===== src/rtl/seg_display_ctrl_if.sv =====
// seg_display_ctrl_if: value handshake and status bundle between the
// register/MMIO write side (master) and the display sequencer (slave).
interface seg_display_ctrl_if;
  logic        in_valid;
  logic [15:0] in_value;
  logic        in_ready;
  logic        busy;
  logic        done;

  // Producer side: offers a value and watches sequencer status.
  modport master (
    output in_valid,
    output in_value,
    input  in_ready,
    input  busy,
    input  done
  );

  // Sequencer side: accepts a value and reports status.
  modport slave (
    input  in_valid,
    input  in_value,
    output in_ready,
    output busy,
    output done
  );
endinterface


===== src/rtl/seg_display_ctrl.sv =====
// seg_display_ctrl: 5-digit decimal 7-segment display sequencer.
// Takes a 16-bit value over a valid/ready handshake and converts it to BCD
// with a bit-serial shift-add-3 FSM (16 shift cycles plus one commit cycle).
// It then time-multiplexes the committed digits onto one shared segment
// decoder with a one-hot digit enable.
// Segment codes are active-low, bit order {g,f,e,d,c,b,a}.
// Optional feature macro: LEADING_ZERO_BLANK_EN (leading-zero blanking).
module seg_display_ctrl #(
  parameter int         REFRESH_DIV   = 50000,
  parameter logic [6:0] BLANK_PATTERN = 7'h7F
) (
  input  logic                clk,
  input  logic                rst_n,
  seg_display_ctrl_if.slave   bus,
  output logic [4:0]          digit_en,
  output logic [6:0]          seg_out
);

  localparam logic [1:0] ST_IDLE    = 2'd0;
  localparam logic [1:0] ST_CONVERT = 2'd1;
  localparam logic [1:0] ST_UPDATE  = 2'd2;

  localparam int            CW           = $clog2(REFRESH_DIV);
  localparam logic [CW-1:0] REFRESH_LAST = CW'(REFRESH_DIV - 1);
  localparam logic [4:0]    LAST_BIT     = 5'd15;

  // Add 3 to every BCD nibble that is 5 or more, ahead of the shift.
  function automatic logic [19:0] add3_all(input logic [19:0] b);
    logic [19:0] r;
    r = b;
    for (int k = 0; k < 5; k++) begin
      if (b[4*k +: 4] >= 4'd5) begin
        r[4*k +: 4] = b[4*k +: 4] + 4'd3;
      end else begin
        r[4*k +: 4] = b[4*k +: 4];
      end
    end
    return r;
  endfunction

  // Shared binary_to_7Seg decode, active-low segments {g,f,e,d,c,b,a}.
  function automatic logic [6:0] binary_to_7seg(input logic [3:0] d);
    logic [6:0] s;
    case (d)
      4'd0:    s = 7'h40;
      4'd1:    s = 7'h79;
      4'd2:    s = 7'h24;
      4'd3:    s = 7'h30;
      4'd4:    s = 7'h19;
      4'd5:    s = 7'h12;
      4'd6:    s = 7'h02;
      4'd7:    s = 7'h78;
      4'd8:    s = 7'h00;
      4'd9:    s = 7'h10;
      default: s = 7'h7F;
    endcase
    return s;
  endfunction

  logic [1:0]    state;
  logic [1:0]    state_next;
  logic [15:0]   shift_reg;
  logic [19:0]   bcd_acc;
  logic [19:0]   bcd_adj;
  logic [4:0]    bit_cnt;
  logic [19:0]   disp_digits;
  logic          transfer;
  logic          in_ready_q;
  logic          busy_q;
  logic          done_q;
  logic [CW-1:0] refresh_cnt;
  logic [2:0]    scan_idx;
  logic [3:0]    sel_digit;
  logic          sel_blank;

  assign transfer     = bus.in_valid & in_ready_q;
  assign bcd_adj      = add3_all(bcd_acc);
  assign bus.in_ready = in_ready_q;
  assign bus.busy     = busy_q;
  assign bus.done     = done_q;

  // Next-state decode for the conversion sequencer.
  always_comb begin
    state_next = state;
    case (state)
      ST_IDLE: begin
        if (transfer) begin
          state_next = ST_CONVERT;
        end else begin
          state_next = ST_IDLE;
        end
      end
      ST_CONVERT: begin
        if (bit_cnt == LAST_BIT) begin
          state_next = ST_UPDATE;
        end else begin
          state_next = ST_CONVERT;
        end
      end
      ST_UPDATE: begin
        state_next = ST_IDLE;
      end
      default: begin
        state_next = ST_IDLE;
      end
    endcase
  end

  // State register plus registered ready/busy/done status derived from the next state.
  always_ff @(posedge clk or negedge rst_n) begin
    if (!rst_n) begin
      state      <= ST_IDLE;
      in_ready_q <= 1'b1;
      busy_q     <= 1'b0;
      done_q     <= 1'b0;
    end else begin
      state      <= state_next;
      in_ready_q <= (state_next == ST_IDLE);
      busy_q     <= (state_next == ST_CONVERT) || (state_next == ST_UPDATE);
      if (state == ST_UPDATE) begin
        done_q <= 1'b1;
      end else begin
        done_q <= 1'b0;
      end
    end
  end

  // Shift-add-3 datapath: load on transfer, one input bit per CONVERT cycle.
  always_ff @(posedge clk or negedge rst_n) begin
    if (!rst_n) begin
      shift_reg <= 16'd0;
      bcd_acc   <= 20'd0;
      bit_cnt   <= 5'd0;
    end else begin
      case (state)
        ST_IDLE: begin
          if (transfer) begin
            shift_reg <= bus.in_value;
            bcd_acc   <= 20'd0;
            bit_cnt   <= 5'd0;
          end else begin
            shift_reg <= shift_reg;
          end
        end
        ST_CONVERT: begin
          {bcd_acc, shift_reg} <= {bcd_adj[18:0], shift_reg, 1'b0};
          bit_cnt              <= bit_cnt + 5'd1;
        end
        default: begin
          bit_cnt <= bit_cnt;
        end
      endcase
    end
  end

  // Display digit registers: only touched in UPDATE, so the old value shows during conversion.
  always_ff @(posedge clk or negedge rst_n) begin
    if (!rst_n) begin
      disp_digits <= 20'd0;
    end else if (state == ST_UPDATE) begin
      disp_digits <= bcd_acc;
    end else begin
      disp_digits <= disp_digits;
    end
  end

`ifdef LEADING_ZERO_BLANK_EN
  logic [4:0] blank_mask;
  logic [4:0] blank_next;

  // Blank digit k (k >= 1) when it and every higher digit are zero; the ones digit always shows.
  always_comb begin
    blank_next    = 5'b00000;
    blank_next[4] = (bcd_acc[19:16] == 4'd0);
    for (int k = 3; k >= 1; k--) begin
      blank_next[k] = blank_next[k+1] & (bcd_acc[4*k +: 4] == 4'd0);
    end
    blank_next[0] = 1'b0;
  end

  // Blank mask is latched together with the digits so both change on the same edge.
  always_ff @(posedge clk or negedge rst_n) begin
    if (!rst_n) begin
      blank_mask <= 5'b00000;
    end else if (state == ST_UPDATE) begin
      blank_mask <= blank_next;
    end else begin
      blank_mask <= blank_mask;
    end
  end

  // Blank flag of the digit currently being scanned.
  always_comb begin
    sel_blank = 1'b0;
    case (scan_idx)
      3'd0:    sel_blank = blank_mask[0];
      3'd1:    sel_blank = blank_mask[1];
      3'd2:    sel_blank = blank_mask[2];
      3'd3:    sel_blank = blank_mask[3];
      3'd4:    sel_blank = blank_mask[4];
      default: sel_blank = 1'b0;
    endcase
  end
`else
  // Without blanking every digit is shown, leading zeros included.
  always_comb begin
    sel_blank = 1'b0;
  end
`endif

  // Refresh timer and scan index; free-running and independent of the conversion FSM.
  always_ff @(posedge clk or negedge rst_n) begin
    if (!rst_n) begin
      refresh_cnt <= '0;
      scan_idx    <= 3'd0;
      digit_en    <= 5'b00001;
    end else if (refresh_cnt == REFRESH_LAST) begin
      refresh_cnt <= '0;
      if (scan_idx >= 3'd4) begin
        scan_idx <= 3'd0;
        digit_en <= 5'b00001;
      end else begin
        scan_idx <= scan_idx + 3'd1;
        digit_en <= {digit_en[3:0], 1'b0};
      end
    end else begin
      refresh_cnt <= refresh_cnt + CW'(1);
    end
  end

  // Pick the committed BCD digit selected by the scan index.
  always_comb begin
    sel_digit = 4'd0;
    case (scan_idx)
      3'd0:    sel_digit = disp_digits[3:0];
      3'd1:    sel_digit = disp_digits[7:4];
      3'd2:    sel_digit = disp_digits[11:8];
      3'd3:    sel_digit = disp_digits[15:12];
      3'd4:    sel_digit = disp_digits[19:16];
      default: sel_digit = 4'd0;
    endcase
  end

  // Segment output follows the scan index in the same cycle, no extra pipeline stage.
  always_comb begin
    if (sel_blank) begin
      seg_out = BLANK_PATTERN;
    end else begin
      seg_out = binary_to_7seg(sel_digit);
    end
  end

endmodule


===== src/flat_wrapper.sv =====
// flat-port wrapper written by rule: the top's interface ports become plain ports
module seg_display_ctrl_flat 
#(
  parameter int         REFRESH_DIV   = 50000,
  parameter logic [6:0] BLANK_PATTERN = 7'h7F
)
  (clk, rst_n, digit_en, seg_out, bus_in_valid, bus_in_value, bus_in_ready, bus_busy, bus_done);
  seg_display_ctrl_if bus_i ();
  input  logic clk;
  input  logic rst_n;
  output logic [4:0] digit_en;
  output logic [6:0] seg_out;
  input wire logic [$bits(bus_i.in_valid)-1:0] bus_in_valid;
  input wire logic [$bits(bus_i.in_value)-1:0] bus_in_value;
  output wire logic [$bits(bus_i.in_ready)-1:0] bus_in_ready;
  output wire logic [$bits(bus_i.busy)-1:0] bus_busy;
  output wire logic [$bits(bus_i.done)-1:0] bus_done;
  assign bus_i.in_valid = bus_in_valid;
  assign bus_i.in_value = bus_in_value;
  assign bus_in_ready = bus_i.in_ready;
  assign bus_busy = bus_i.busy;
  assign bus_done = bus_i.done;
  seg_display_ctrl #(.REFRESH_DIV(REFRESH_DIV), .BLANK_PATTERN(BLANK_PATTERN)) u_core (.clk(clk), .rst_n(rst_n), .bus(bus_i), .digit_en(digit_en), .seg_out(seg_out));
endmodule

===== config.mk =====
export PLATFORM = sky130hd
export DESIGN_NAME = seg_display_ctrl_flat
export DESIGN_NICKNAME = d
export VERILOG_FILES = /design/src/rtl/seg_display_ctrl_if.sv /design/src/rtl/seg_display_ctrl.sv /design/src/flat_wrapper.sv
export SDC_FILE = /design/constraint.sdc
export NUM_CORES = 1
export LEC_CHECK = 0
export ABC_AREA = 1
export ABC_CLOCK_PERIOD_IN_PS = 5100
export CAP_MARGIN = 20
export CORE_UTILIZATION = 30
export DETAILED_ROUTE_END_ITERATION = 8
export SLEW_MARGIN = 20
export SYNTH_ARGS = -nofsm -noshare
export SYNTH_HDL_FRONTEND = slang
export SYNTH_SLANG_ARGS = --single-unit
export TNS_END_PERCENT = 10

===== constraint.sdc =====
create_clock -name clk -period 5.1 [get_ports clk]
set_input_delay 1.275 -clock clk [delete_from_list [all_inputs] [get_ports clk]]
set_output_delay 1.275 -clock clk [all_outputs]
set_load 0.02 [all_outputs]

## Word-level counts from Yosys, hierarchy flattened

Memories as Yosys holds them, arrays and structs flattened.
Cells that the tools add are included.

- Register bits after elaboration: 90
- Memories: 1
- Memory bits (read-only): 112
- Input bits: 19
- Output and inout port bits: 15

- Equal/unequal tests: 11
- Mux-type cells: 19
- Reductions and logical operators: 6
- $add $sub $neg: 8
- Bitwise gates (word level): 1
- $lt $le $gt $ge: 6

Memories:

| memory | depth | bits a word | rd ports | clocked after memory_dff | write ports | line | text |
|---|---|---|---|---|---|---|---|
| (no name shown) | 16 | 7 | 1 | 0 | 0 | seg_display_ctrl.sv:44 | `case (d)` |

Operators with widths:

| kind | number |
|---|---|
| 20-bit case mux with 2 select lines | 1 |
| 16-bit two-way mux | 2 |
| 16-bit case mux with 2 select lines | 1 |
| 4-bit by 3-bit >= comparator with 1-bit output, second input constant | 5 |
| 20-bit two-way mux | 1 |
| 4-bit case mux with 5 select lines | 1 |
| 16-bit by 1-bit adder with 16-bit output, second input constant | 1 |
| 4-bit by 2-bit adder with 4-bit output, second input constant | 4 |
| 16-bit equality test, second input constant | 1 |
| 4-bit two-way mux | 4 |
| 5-bit two-way mux | 2 |
| 5-bit case mux with 2 select lines | 1 |
| 3-bit by 2-bit equality test with 1-bit output, second input constant | 2 |
| 3-bit two-way mux | 2 |
| 5-bit by 1-bit adder with 5-bit output, second input constant | 1 |
| 5-bit by 4-bit equality test with 1-bit output, second input constant | 1 |
| 2-bit by 1-bit equality test with 1-bit output, second input constant | 2 |
| 2-bit equality test, second input constant | 2 |
| 2-bit logical NOT | 2 |
| 2-bit case mux with 2 select lines | 1 |
| 3-bit by 1-bit adder with 3-bit output, second input constant | 1 |
| 3-bit by 2-bit adder with 3-bit output, second input constant | 1 |
| 3-bit by 1-bit equality test with 1-bit output, second input constant | 1 |
| 3-bit equality test, second input constant | 1 |
| other kinds (9) | 10 |

## Depth between registers and ports, before layout

Gate-level depths: netlist of the first run.

- Depth in word-level cells: 5
- Gate-level depth with buffers: 15
- Depth with buffers taken out: 13

## Worst setup path after synthesis of the first run

No wires, ideal clock.

- Kind: reg-to-output
- From: reg u_core.scan_idx[2]
- To: out seg_out[3]
- Cell stages (with the launch flop): 14
- Setup slack: 1.969 ns
- Data required time: 3.825 ns
- Arrival: 1.856 ns
- Path through: dfrtp_1 inv_2 buf_6 buf_8 ha_1 nand2_1 nand2_1 nor2_2 nand2_2 ha_1 inv_1 nand2_1 nand3_1 nand2_1

- Cells in the longest elaborated chain, start to end: 3

RTL lines:

| item | line | text |
|---|---|---|
| start, declared | seg_display_ctrl.sv:72 | `logic [2:0] scan_idx;` |
| start signal, assigned | seg_display_ctrl.sv:223 | `scan_idx <= scan_idx + 3'd1;` |
| 3-bit equality test (tied with other cells) | seg_display_ctrl.sv:234 | `case (scan_idx)` |
| 4-bit case mux with 5 select lines (*) | seg_display_ctrl.sv:234 |  |
| memory 16 x 7 bit (*) | -- |  |
| end, declared | flat_wrapper.sv:12 | `output logic [6:0] seg_out;` |

Mark *: on every way between the ends. The rest lies on a longest branch, timed or not.

## Final worst setup path of the first run

Same ends and word-level chain as after synthesis.

==> results.md, run 1 <==
* Status: finished clean
* Clk Latency, worst-skew pair at 340 ps
* Clock Tree Root: clkbuf_16
* First-pass GRT wire length at 16.6 mm
* CP required at 3830 ps
* Post-synth EDFFs at 0
* Hold WS at 482 ps
* Worst Tran Pin Value at 981 ps
* Worst-path cell chain: inv_2 > ha_1 > nand2_1 > nand2_1 > nor2_4 > nand2_2 > inv_1 > ha_1 > inv_1 > nand2_1 > nand3_1 > nand2_1 > clkdlybuf4s50_1
* Layout area overhead at 17.2%
* Maximum VDD drop at 0.000228 V
* Die height at 128 um
* Core ar. at 15400 um^2
* Clock sink count at 90
* Critical Path Max Stage Delay at 600 ps
* Placer Congestion at 0.864
* Hold Buf Count CTS at 0
* Vias in the first global route at 3703
* Distinct cell type count after synthesis at 32
* Cell mode on critical path: nand2_1
* FP Rows at 45
* # resized after CTS at 0
* CTS buffer count at 9
* Postcts setup bufs at 0
* Tot GR Track Use at 12.6%
* Area leader, netlist: dfrtp_1
* Syn Area/Cell at 8.27 um^2
* Met1 usage at 16.1%
* Final antenna-violating net count at 0
* Clk_skew at 5.82 ps
* Slowest CP cell: clkdlybuf4s50_1
* Cell count after synthesis at 577
* Post-Syn Nets at 620
* Minimum clock period at 4190 ps
* Die W at 128 um
* Fmax at 0.239 GHz
* Hold crit path type: register to register
* Drt total wl at 9.56 mm
* DR vias at 3781
* Yosys reg bits at 90
* FILL cells at 1563
* Maxcap violations at 0
* Synth top area cells: dfrtp_1 46%, nand2_1 11%, o21ai_0 7.7%
* Routing usage on met3 at 3.30%
* Clk buf depth at 2
* Layout cells sized above 1 at 8.85%
* Ys Warns at 0
* DR iter-0 viols at 159
* Endpoints failing hold at 0
* Grt total ovfl at 0
* DRC at 0
* Maximum fanout along the worst path at 20
* Die area at 16400 um^2
* Cell Area, Synth at 4770 um^2
* Initial antenna violation count at 0
* Pins Over Slew Limit at 0
* Largest net degree at the start of global routing at 66
* CP endpoint kind: output pin
* Critical Path Start Type: register
* CTS clk-pin slew, worst paths at 60 ps
* P per Cell Area at 521 nW/um^2
* Post-synth top area share at 46.1%
* Unrepaired setup endpoints after global routing: no
* I/O Buffers at 33
* Sequential cell area fraction in the yosys report at 47.2%
* Final TNS setup at 0 ps
* Clock H-tree levels at 3
* Relative slew slack at 34.5%
* Arrival time at the worst endpoint at 2910 ps
* P_leak at 2.65 nW
* Post-synth ARST share at 100%
* Final Power at 2.92 mW
* Final cycle utilization of the critical path at 82.1%
* Endpoints failing setup at 0
* Routed length per instance at 11.6 um
* Io pins at 34
* # diodes at 0
* Post-DP HPWL at 6.76 mm
* Initial DRT Pass Iterations at 4
* Drt via density at 4.61
* Top flop regs: u_core.bcd_acc (20), u_core.disp_digits (20)
* Gr busiest metal: met2
* CTS tree: done
* Effective utilization at floorplan at 31.1%
* Met2 usage in global routing at 20.8%
* CP Class: register to output pin
* Most frequent cells in the layout: 139 x nand2_1, 88 x dfrtp_1, 73 x o21ai_0
* Post-synth top flop: dfrtp_1
* Commonest non-fill, non-tap cell in the layout: nand2_1
* NumNets Final at 648
## worst paths after layout
kind	startpoint	endpoint	slack (ps)	depth (start not counted)
setup reg to reg	u_core.state[1]	u_core.shift_reg[6]	3000	5
min in group asynchronous	rst_n	u_core.bcd_acc[13]	1030	1
max in group asynchronous	rst_n	u_core.bcd_acc[7]	3210	2
hold reg to reg	u_core.refresh_cnt[0]	u_core.refresh_cnt[0]	480	1
setup / recovery	u_core.scan_idx[2]	seg_out[3]	910	13
hold / removal	u_core.refresh_cnt[0]	u_core.refresh_cnt[0]	480	1
## cell families after synthesis
group,after synthesis,synth area share [%]
xor gates and xnor gates,14,2.57
buffers and inverters,94,8.12
adders and majority gates,24,6.29
DFF,90,47.2
AOI/OAI and AO/OA,111,13.2
and+or+nand+nor,244,22.6
## critical path, delay by kind of cell (launching register included)
family        cells  cell delay, ps
fa+ha+maj         2             560
buf+inv           4            1020
flops             1             450
simple gates      7             550
## layout make-up
| class | count | area (um^2) | share of cell area, % |
|---|---|---|---|
| sequential | 90 | 2250 | 40.3 |
| multi-input combinational | 393 | 2130 | 38.1 |
| timing repair buffer | 36 | 358 | 6.39 |
| inverter | 75 | 282 | 5.03 |
| tap | 211 | 264 | 4.72 |
| clock buffer | 12 | 256 | 4.58 |
| clock inverter | 4 | 51.3 | 0.916 |
## synthesized netlist by cell type, types with 2 or more instances
cell type    n
nor3_1       5
dfstp_2      2
nand3_2      2
xor2_1      13
ha_1        24
nor2_1      44
nor2_2       2
nand3_1     32
o21ai_0     73
dfrtp_1     88
o211ai_1     5
nand2_2      6
nand2_4      2
nand2_1    139
inv_1       71
nor2_4       4
inv_2        4
buf_6        2
o22ai_1     17
a21oi_1      7
buf_2        7
clkbuf_1     8
nor3_2       2
o21ai_2      8
nand4_1      3
## power by group
| group | internal, mW | leakage [nW] | switching, mW | total (mW) |
|---|---|---|---|---|
| clock network | 0.407 | 0.149 | 0.275 | 0.682 |
| registers | 0.940 | 1.14 | 0.134 | 1.07 |
| logic | 0.441 | 1.36 | 0.718 | 1.16 |
| total | 1.79 | 2.65 | 1.13 | 2.92 |
## per-stage QoR
step	cells	instance area (um^2)	util [%]	setup WS (ps)
finish	821	5600	36.4	915
global route	821	5600	36.4	767
CTS	820	5580	36.3	908
global placement	804	5280	34.3	1420
detailed placement	804	5280	34.3	1290
floorplan	577	4770	-	1970
## layer usage
| metal | wire length [um] | share of wire, % |
|---|---|---|
| met4 | 134 | 1.4 |
| met2 | 4450 | 46 |
| met5 | 0 | 0 |
| met1 | 4660 | 49 |
| met3 | 320 | 3.3 |
Note: power is estimated with default switching activity, not from simulation.
==> run 2, diff against run 1 <==
--- a/config.mk
+++ b/config.mk
@@ -6,7 +6,7 @@
 export NUM_CORES = 1
 export LEC_CHECK = 0
 export ABC_AREA = 1
-export ABC_CLOCK_PERIOD_IN_PS = 5100
+export ABC_CLOCK_PERIOD_IN_PS = 3500
 export CAP_MARGIN = 20
 export CORE_UTILIZATION = 30
 export DETAILED_ROUTE_END_ITERATION = 8
==> constraint.sdc (replaced) <==
create_clock -name clk -period 3.5 [get_ports clk]
set_input_delay 0.875 -clock clk [delete_from_list [all_inputs] [get_ports clk]]
set_output_delay 0.875 -clock clk [all_outputs]
set_load 0.02 [all_outputs]
==> results.md, run 2 (synthesis results as in run 1) <==
* Effective utilization at floorplan at 31.1% (unchanged)
* Drt total wl at 9.54 mm (was 9.56 mm)
* Final TNS setup at 0 ps (unchanged)
* Pins Over Slew Limit at 0 (unchanged)
* Drt via density at 4.58 (was 4.61)
* First-pass GRT wire length at 16.9 mm (was 16.6 mm)
* # diodes at 0 (unchanged)
* Layout area overhead at 17.3% (was 17.2%)
* Maxcap violations at 0 (unchanged)
* Hold path depth at 1 (unchanged)
* Largest net degree at the start of global routing at 52 (was 66)
* FF-to-FF setup slack at 1570 ps (was 3000 ps)
* Clk Latency, worst-skew pair at 340 ps (about the same)
* Initial DRT Pass Iterations at 5 (was 4)
* Hold Crit Endpoint: u_core.bus.done (was u_core.refresh_cnt[0])
* Worst-path cell chain: ha_1 > ha_1 > nand2_1 > nand2_1 > nor2_2 > nand2_2 > inv_1 > ha_1 > inv_1 > nand2_1 > nand3_1 > nand2_1 > dlygate4sd2_1 (was inv_2 > ha_1 > nand2_1 > nand2_1 > nor2_4 > nand2_2 > inv_1 > ha_1 > inv_1 > nand2_1 > nand3_1 > nand2_1 > clkdlybuf4s50_1)
* Critical Path Start Type: register (unchanged)
* Die W at 128 um (unchanged)
* Layout cells sized above 1 at 9.62% (was 8.85%)
* Placer Congestion at 0.860 (was 0.864)
* Routed length per instance at 11.6 um (about the same)
* Top flop regs: u_core.bcd_acc (20), u_core.disp_digits (20) (unchanged)
* NumNets Final at 651 (was 648)
* Grt total ovfl at 0 (unchanged)
* CTS tree: done (unchanged)
* Post-DP HPWL at 6.78 mm (was 6.76 mm)
* I/O Buffers at 33 (unchanged)
* DR vias at 3778 (was 3781)
* Endpoints failing hold at 0 (unchanged)
* Vias in the first global route at 3679 (was 3703)
* P per Cell Area at 740 nW/um^2 (was 521 nW/um^2)
* Clock sink count at 90 (unchanged)
* Met2 WL post-DR at 4.26 mm (was 4.45 mm)
* Maximum VDD drop at 0.000352 V (was 0.000228 V)
* DRC at 0 (unchanged)
* Unrepaired setup endpoints after global routing: no (unchanged)
* Endpoints failing setup at 0 (unchanged)
* Status: finished clean (unchanged)
* Clk_skew at 5.76 ps (was 5.82 ps)
* Arrival time at the worst endpoint at 2430 ps (was 2910 ps)
* CTS clk-pin slew, worst paths at 60 ps (about the same)
* Routed wl met3 at 378 um (was 320 um)
* Minimum clock period at 3310 ps
* DR top layer: met4 (unchanged)
* CP required at 2620 ps (was 3830 ps)
* Initial antenna violation count at 0 (unchanged)
* Critical R2R Launch: u_core.state[1] (unchanged)
* Worst path bufs/invs at 3 (was 4)
* R2R depth at 6 (was 5)
* Die height at 128 um (unchanged)
* Final Power at 4.15 mW (was 2.92 mW)
* Hold crit path type: register to register (unchanged)
* Postcts setup bufs at 0 (unchanged)
* Clk buf depth at 2 (unchanged)
* Final cycle utilization of the critical path at 94.4%
* CP endpoint kind: output pin (unchanged)
* P_leak at 2.68 nW (was 2.65 nW)
* Worst Tran Pin Value at 936 ps (was 981 ps)
* Cell mode on critical path: nand2_1 (unchanged)
* FF-to-FF End: u_core.bus.busy (was u_core.shift_reg[6])
* DR iter-0 viols at 189 (was 159)
* Clock H-tree levels at 3 (unchanged)
* Commonest non-fill, non-tap cell in the layout: nand2_1 (unchanged)
* Io pins at 34 (unchanged)
* Most frequent cells in the layout: 139 x nand2_1, 87 x dfrtp_1, 73 x o21ai_0 (was 139 x nand2_1, 88 x dfrtp_1, 73 x o21ai_0)
* Slowest CP cell: dfrtp_1 (was clkdlybuf4s50_1)
* Final antenna-violating net count at 0 (unchanged)
* Die area at 16400 um^2 (unchanged)
* Critical Path Max Stage Delay at 410 ps (was 600 ps)
* Fmax at 0.303 GHz
* CP delay by family, top: simple AND/OR/NAND/NOR gates (was buffers and inverters)
* FP Rows at 45 (unchanged)
* Maximum fanout along the worst path at 5 (was 20)
* Relative slew slack at 37.5% (was 34.5%)
* Worst Hold Launch: u_core.state[0] (was u_core.refresh_cnt[0])
* Clock Tree Root: clkbuf_16 (unchanged)
* CTS buffer count at 9 (unchanged)
* Core ar. at 15400 um^2 (unchanged)
* M1 wire length at 4.66 mm (about the same)
* CP Class: register to output pin (unchanged)
* Tot GR Track Use at 12.8% (was 12.6%)
-- run 2: cell count changes in the layout (fill, tap and decap cells not counted), sizes merged --
cell,before,now
buf,4,7
clkdlybuf4s15,0,1
clkinv,2,3
clkdlybuf4s50,32,25
dlygate4sd2,0,5
dlymetal6s2s,0,1
bufinv,1,0
-- run 2: where the power goes --
group | switching [mW] | internal, mW
logic | 1.05 | 0.608
registers | 0.198 | 1.37
clock network | 0.397 | 0.519
total | 1.65 | 2.50
-- run 2: through the flow --
step	hold slack, ps	area [um^2]	setup slack, ps	utilization [%]	instances
2_1_floorplan	436	4770	769	-	577
3_3_place_gp	474	5310	285	34.5	808
3_5_place_dp	473	5310	190	34.5	808
4_1_cts	486	5580	61.7	36.3	824
5_1_grt	525	5600	12.5	36.4	824
6_report	481	5600	195	36.4	824
-- run 2: cell type report --
cell class                      instances  area, um^2
Timing Repair Buffer                   39         373
Tap cell                              211         264
Inverter                               75         282
Fill cell                            1560        9770
Sequential cell                        90        2260
Multi-Input combinational cell        393        2140
Clock inverter                          4        26.3
Clock buffer                           12         256
-- run 2: timing repair --
action	CTS	global route
resized for setup	7	5
endpoints found under the setup margin	6	2
hold buffers	0	0
pin swaps	0	0
-- run 2: worst max path at each step --
stage                             startpoint          to  depth (start not counted)
after global routing      u_core.scan_idx[0]  seg_out[3]                         13
final                     u_core.scan_idx[0]  seg_out[0]                         13
after global placement    u_core.scan_idx[0]  seg_out[3]                         13
after CTS                 u_core.scan_idx[0]  seg_out[6]                         12
after detailed placement  u_core.scan_idx[0]  seg_out[3]                         13
after floorplan           u_core.scan_idx[2]  seg_out[3]                         13
-- run 2: routing by layer --
layer	track usage [%]	vias up
met4	5.40	0
met2	19.7	74
met1	17.0	1767
met5	0	-
li1	-	1915
met3	3.51	22
-- run 2: worst register-to-register path, cell delays in order, from the launching register on --
cell,delay [ps]
dfrtp_1,370
inv_1,70
nand2_1,50
buf_4,230
inv_1,580
nand2_1,200
ha_1,320
==> run 3, diff against run 2 <==
--- a/config.mk
+++ b/config.mk
@@ -8,8 +8,10 @@
 export ABC_AREA = 1
 export ABC_CLOCK_PERIOD_IN_PS = 3500
 export CAP_MARGIN = 20
+export CORE_MARGIN = 2
 export CORE_UTILIZATION = 30
 export DETAILED_ROUTE_END_ITERATION = 8
+export GPL_TIMING_DRIVEN = 0
 export SLEW_MARGIN = 20
 export SYNTH_ARGS = -nofsm -noshare
 export SYNTH_HDL_FRONTEND = slang
==> results.md, run 3 (synthesis results as in run 1) <==
* Status: finished clean (unchanged)
* NumNets Final at 665 (was 651)
* Slowest CP cell: dfrtp_2 (was dfrtp_1)
* Maximum fanout along the worst path at 10 (was 5)
* Switch share at 38.9% (was 39.8%)
* Clk network pwr share at 24.5% (was 22.1%)
* Clock H-tree levels at 3 (unchanged)
* Die area at 16900 um^2 (was 16400 um^2)
* Seq pwr share at 36.3% (was 37.8%)
* Maximum VDD drop at 0.000393 V (was 0.000352 V)
* Critical R2R Launch: u_core.bit_cnt[0] (was u_core.state[1])
* Internal power at 2.62 mW (was 2.50 mW)
* Clk buf depth at 2 (unchanged)
* Cell mode on critical path: nand2_1 (unchanged)
* FF-to-FF setup slack at 1830 ps (was 1570 ps)
* Core ar. at 15700 um^2 (was 15400 um^2)
* Placer Congestion at 0.799 (was 0.860)
* DP Worst Slack at 68.2 ps (was 190 ps)
* Minimum clock period at 3310 ps (about the same)
* CTS clk-pin slew, worst paths at 60 ps (about the same)
* CP required at 2620 ps (about the same)
* Die height at 130 um (was 128 um)
* Vias in the first global route at 3616 (was 3679)
* Relative slew slack at 66.4% (was 37.5%)
* Drt total wl at 9.83 mm (was 9.54 mm)
* Endpoints failing hold at 0 (unchanged)
* Maxcap violations at 0 (unchanged)
* Clk_skew at 7.84 ps (was 5.76 ps)
* Grt total ovfl at 0 (unchanged)
* CTS tree: done (unchanged)
* CP Class: register to output pin (unchanged)
* Combinational share of power at 39.3% (was 40.1%)
* R2R depth at 7 (was 6)
* Io pins at 34 (unchanged)
* DR vias at 3727 (was 3778)
* Clock sink count at 90 (unchanged)
* Drt via density at 4.42 (was 4.58)
* Critical Path Max Stage Delay at 450 ps (was 410 ps)
* Commonest non-fill, non-tap cell in the layout: nand2_1 (unchanged)
* FF-to-FF End: u_core.bus.busy (unchanged)
* Die W at 130 um (was 128 um)
* Routed length per instance at 11.7 um (was 11.6 um)
* I/O Buffers at 33 (unchanged)
* Initial antenna violation count at 0 (unchanged)
* FP Rows at 46 (was 45)
* Worst-path cell chain: inv_2 > buf_6 > buf_8 > ha_4 > nand2_1 > nand2_1 > nor2_4 > nand2_2 > inv_1 > ha_1 > inv_1 > nand2_1 > nand2_1 > clkdlybuf4s15_1 (was ha_1 > ha_1 > nand2_1 > nand2_1 > nor2_2 > nand2_2 > inv_1 > ha_1 > inv_1 > nand2_1 > nand3_1 > nand2_1 > dlygate4sd2_1)
* Arrival time at the worst endpoint at 2430 ps (about the same)
* Clk Latency, worst-skew pair at 350 ps (was 340 ps)
* Fmax at 0.302 GHz (was 0.303 GHz)
* Layout area overhead at 19.8% (was 17.3%)
* Final antenna-violating net count at 0 (unchanged)
* DR iter-0 viols at 184 (was 189)
* Layout cells sized above 1 at 10.7% (was 9.62%)
* Worst Tran Pin Value at 505 ps (was 936 ps)
* Clock Tree Root: clkbuf_16 (unchanged)
* CTS buffer count at 9 (unchanged)
* Tot GR Track Use at 12.7% (was 12.8%)
* DRC at 0 (unchanged)
* Final worst-path setup slack at 193 ps (was 195 ps)
* P_leak at 2.72 nW (was 2.68 nW)
* Hold crit path type: primary input to async pin (was register to register)
* Initial DRT Pass Iterations at 4 (was 5)
* Unrepaired setup endpoints after global routing: no (unchanged)
* Post-route design area at 5720 um^2 (was 5600 um^2)
* P per Cell Area at 749 nW/um^2 (was 740 nW/um^2)
* CP endpoint kind: output pin (unchanged)
* First-pass GRT wire length at 17.0 mm (was 16.9 mm)
* Switch Pwr at 1.67 mW (was 1.65 mW)
* Endpoints failing setup at 0 (unchanged)
* Pins Over Slew Limit at 0 (unchanged)
* Critical Path Start Type: register (unchanged)
* Most frequent cells in the layout: 139 x nand2_1, 87 x dfrtp_1, 73 x o21ai_0 (unchanged)
* Placed cell area at 5400 um^2 (was 5310 um^2)
* Final cycle utilization of the critical path at 94.5% (was 94.4%)
* Post-DP HPWL at 7.00 mm (was 6.78 mm)
* # diodes at 0 (unchanged)
* Effective utilization at floorplan at 30.4% (was 31.1%)
* Top flop regs: u_core.bcd_acc (20), u_core.disp_digits (20) (unchanged)
* Largest net degree at the start of global routing at 53 (was 52)
-- run 3: routing by layer --
layer  wire length, um  GRT usage [%]
met4               119           3.73
met2              4370           20.4
met1              4900           16.4
met5                 0              0
met3               439           4.26
-- run 3: worst max path at each step --
| stage | from | cells past startpoint | end | slack [ps] |
|---|---|---|---|---|
| final | u_core.scan_idx[2] | 14 | seg_out[1] | 190 |
| after global routing | u_core.scan_idx[2] | 14 | seg_out[5] | 10 |
| after CTS | u_core.scan_idx[2] | 15 | seg_out[0] | 30 |
| after detailed placement | u_core.scan_idx[2] | 15 | seg_out[3] | 70 |
| after global placement | rst_n | 1 | u_core.refresh_cnt[11] | -1990 |
| after floorplan | u_core.scan_idx[2] | 13 | seg_out[3] | 770 |
-- run 3: timing repair --
action                     4_1_cts  5_1_grt
hold buffers                     0        0
setup endpoints to repair        7        7
gates resized for setup         10        9
buffers inserted                 0        0
-- run 3: layout make-up --
class / instances / area (um^2)
fillers: 1639 / 9990
flip-flops and latches: 90 / 2260
multi-input cells: 393 / 2140
repair buffers: 34 / 342
inverters: 75 / 282
well taps: 216 / 270
clock buffers: 11 / 243
plain buffers: 19 / 106
clock inverters: 5 / 77.6
-- run 3: worst max-delay path: cells and delay by family (launching register included) --
kind	cells	cell delay, ps
adder cells (fa/ha/maj)	2	430
buffers and inverters	6	780
flip-flops	1	450
AND/OR/NAND/NOR	6	420
-- run 3: through the flow --
| stage | power (mW) | utilization (%) | std cells | TNS, ps | hold slack [ps] |
|---|---|---|---|---|---|
| floorplan | 2.76 | - | 577 | 0 | 436 |
| global route | 4.68 | 36.4 | 843 | 0 | 443 |
| detailed placement | 3.31 | 34.4 | 827 | 0 | 475 |
| CTS | 4.35 | 36.4 | 843 | 0 | 436 |
| finish | 4.29 | 36.4 | 843 | 0 | 427 |
| global placement | 3.28 | 34.2 | 826 | -176570 | 472 |
-- run 3: power by group through the flow --
stage                     clock [mW]  combinational (mW)  sequential, mW
after floorplan                    0                1.23            1.54
after global placement             0                1.71            1.57
after detailed placement           0                1.74            1.57
after CTS                       1.09                1.71            1.55
after global routing            1.13                1.96            1.60
final                           1.05                1.68            1.55
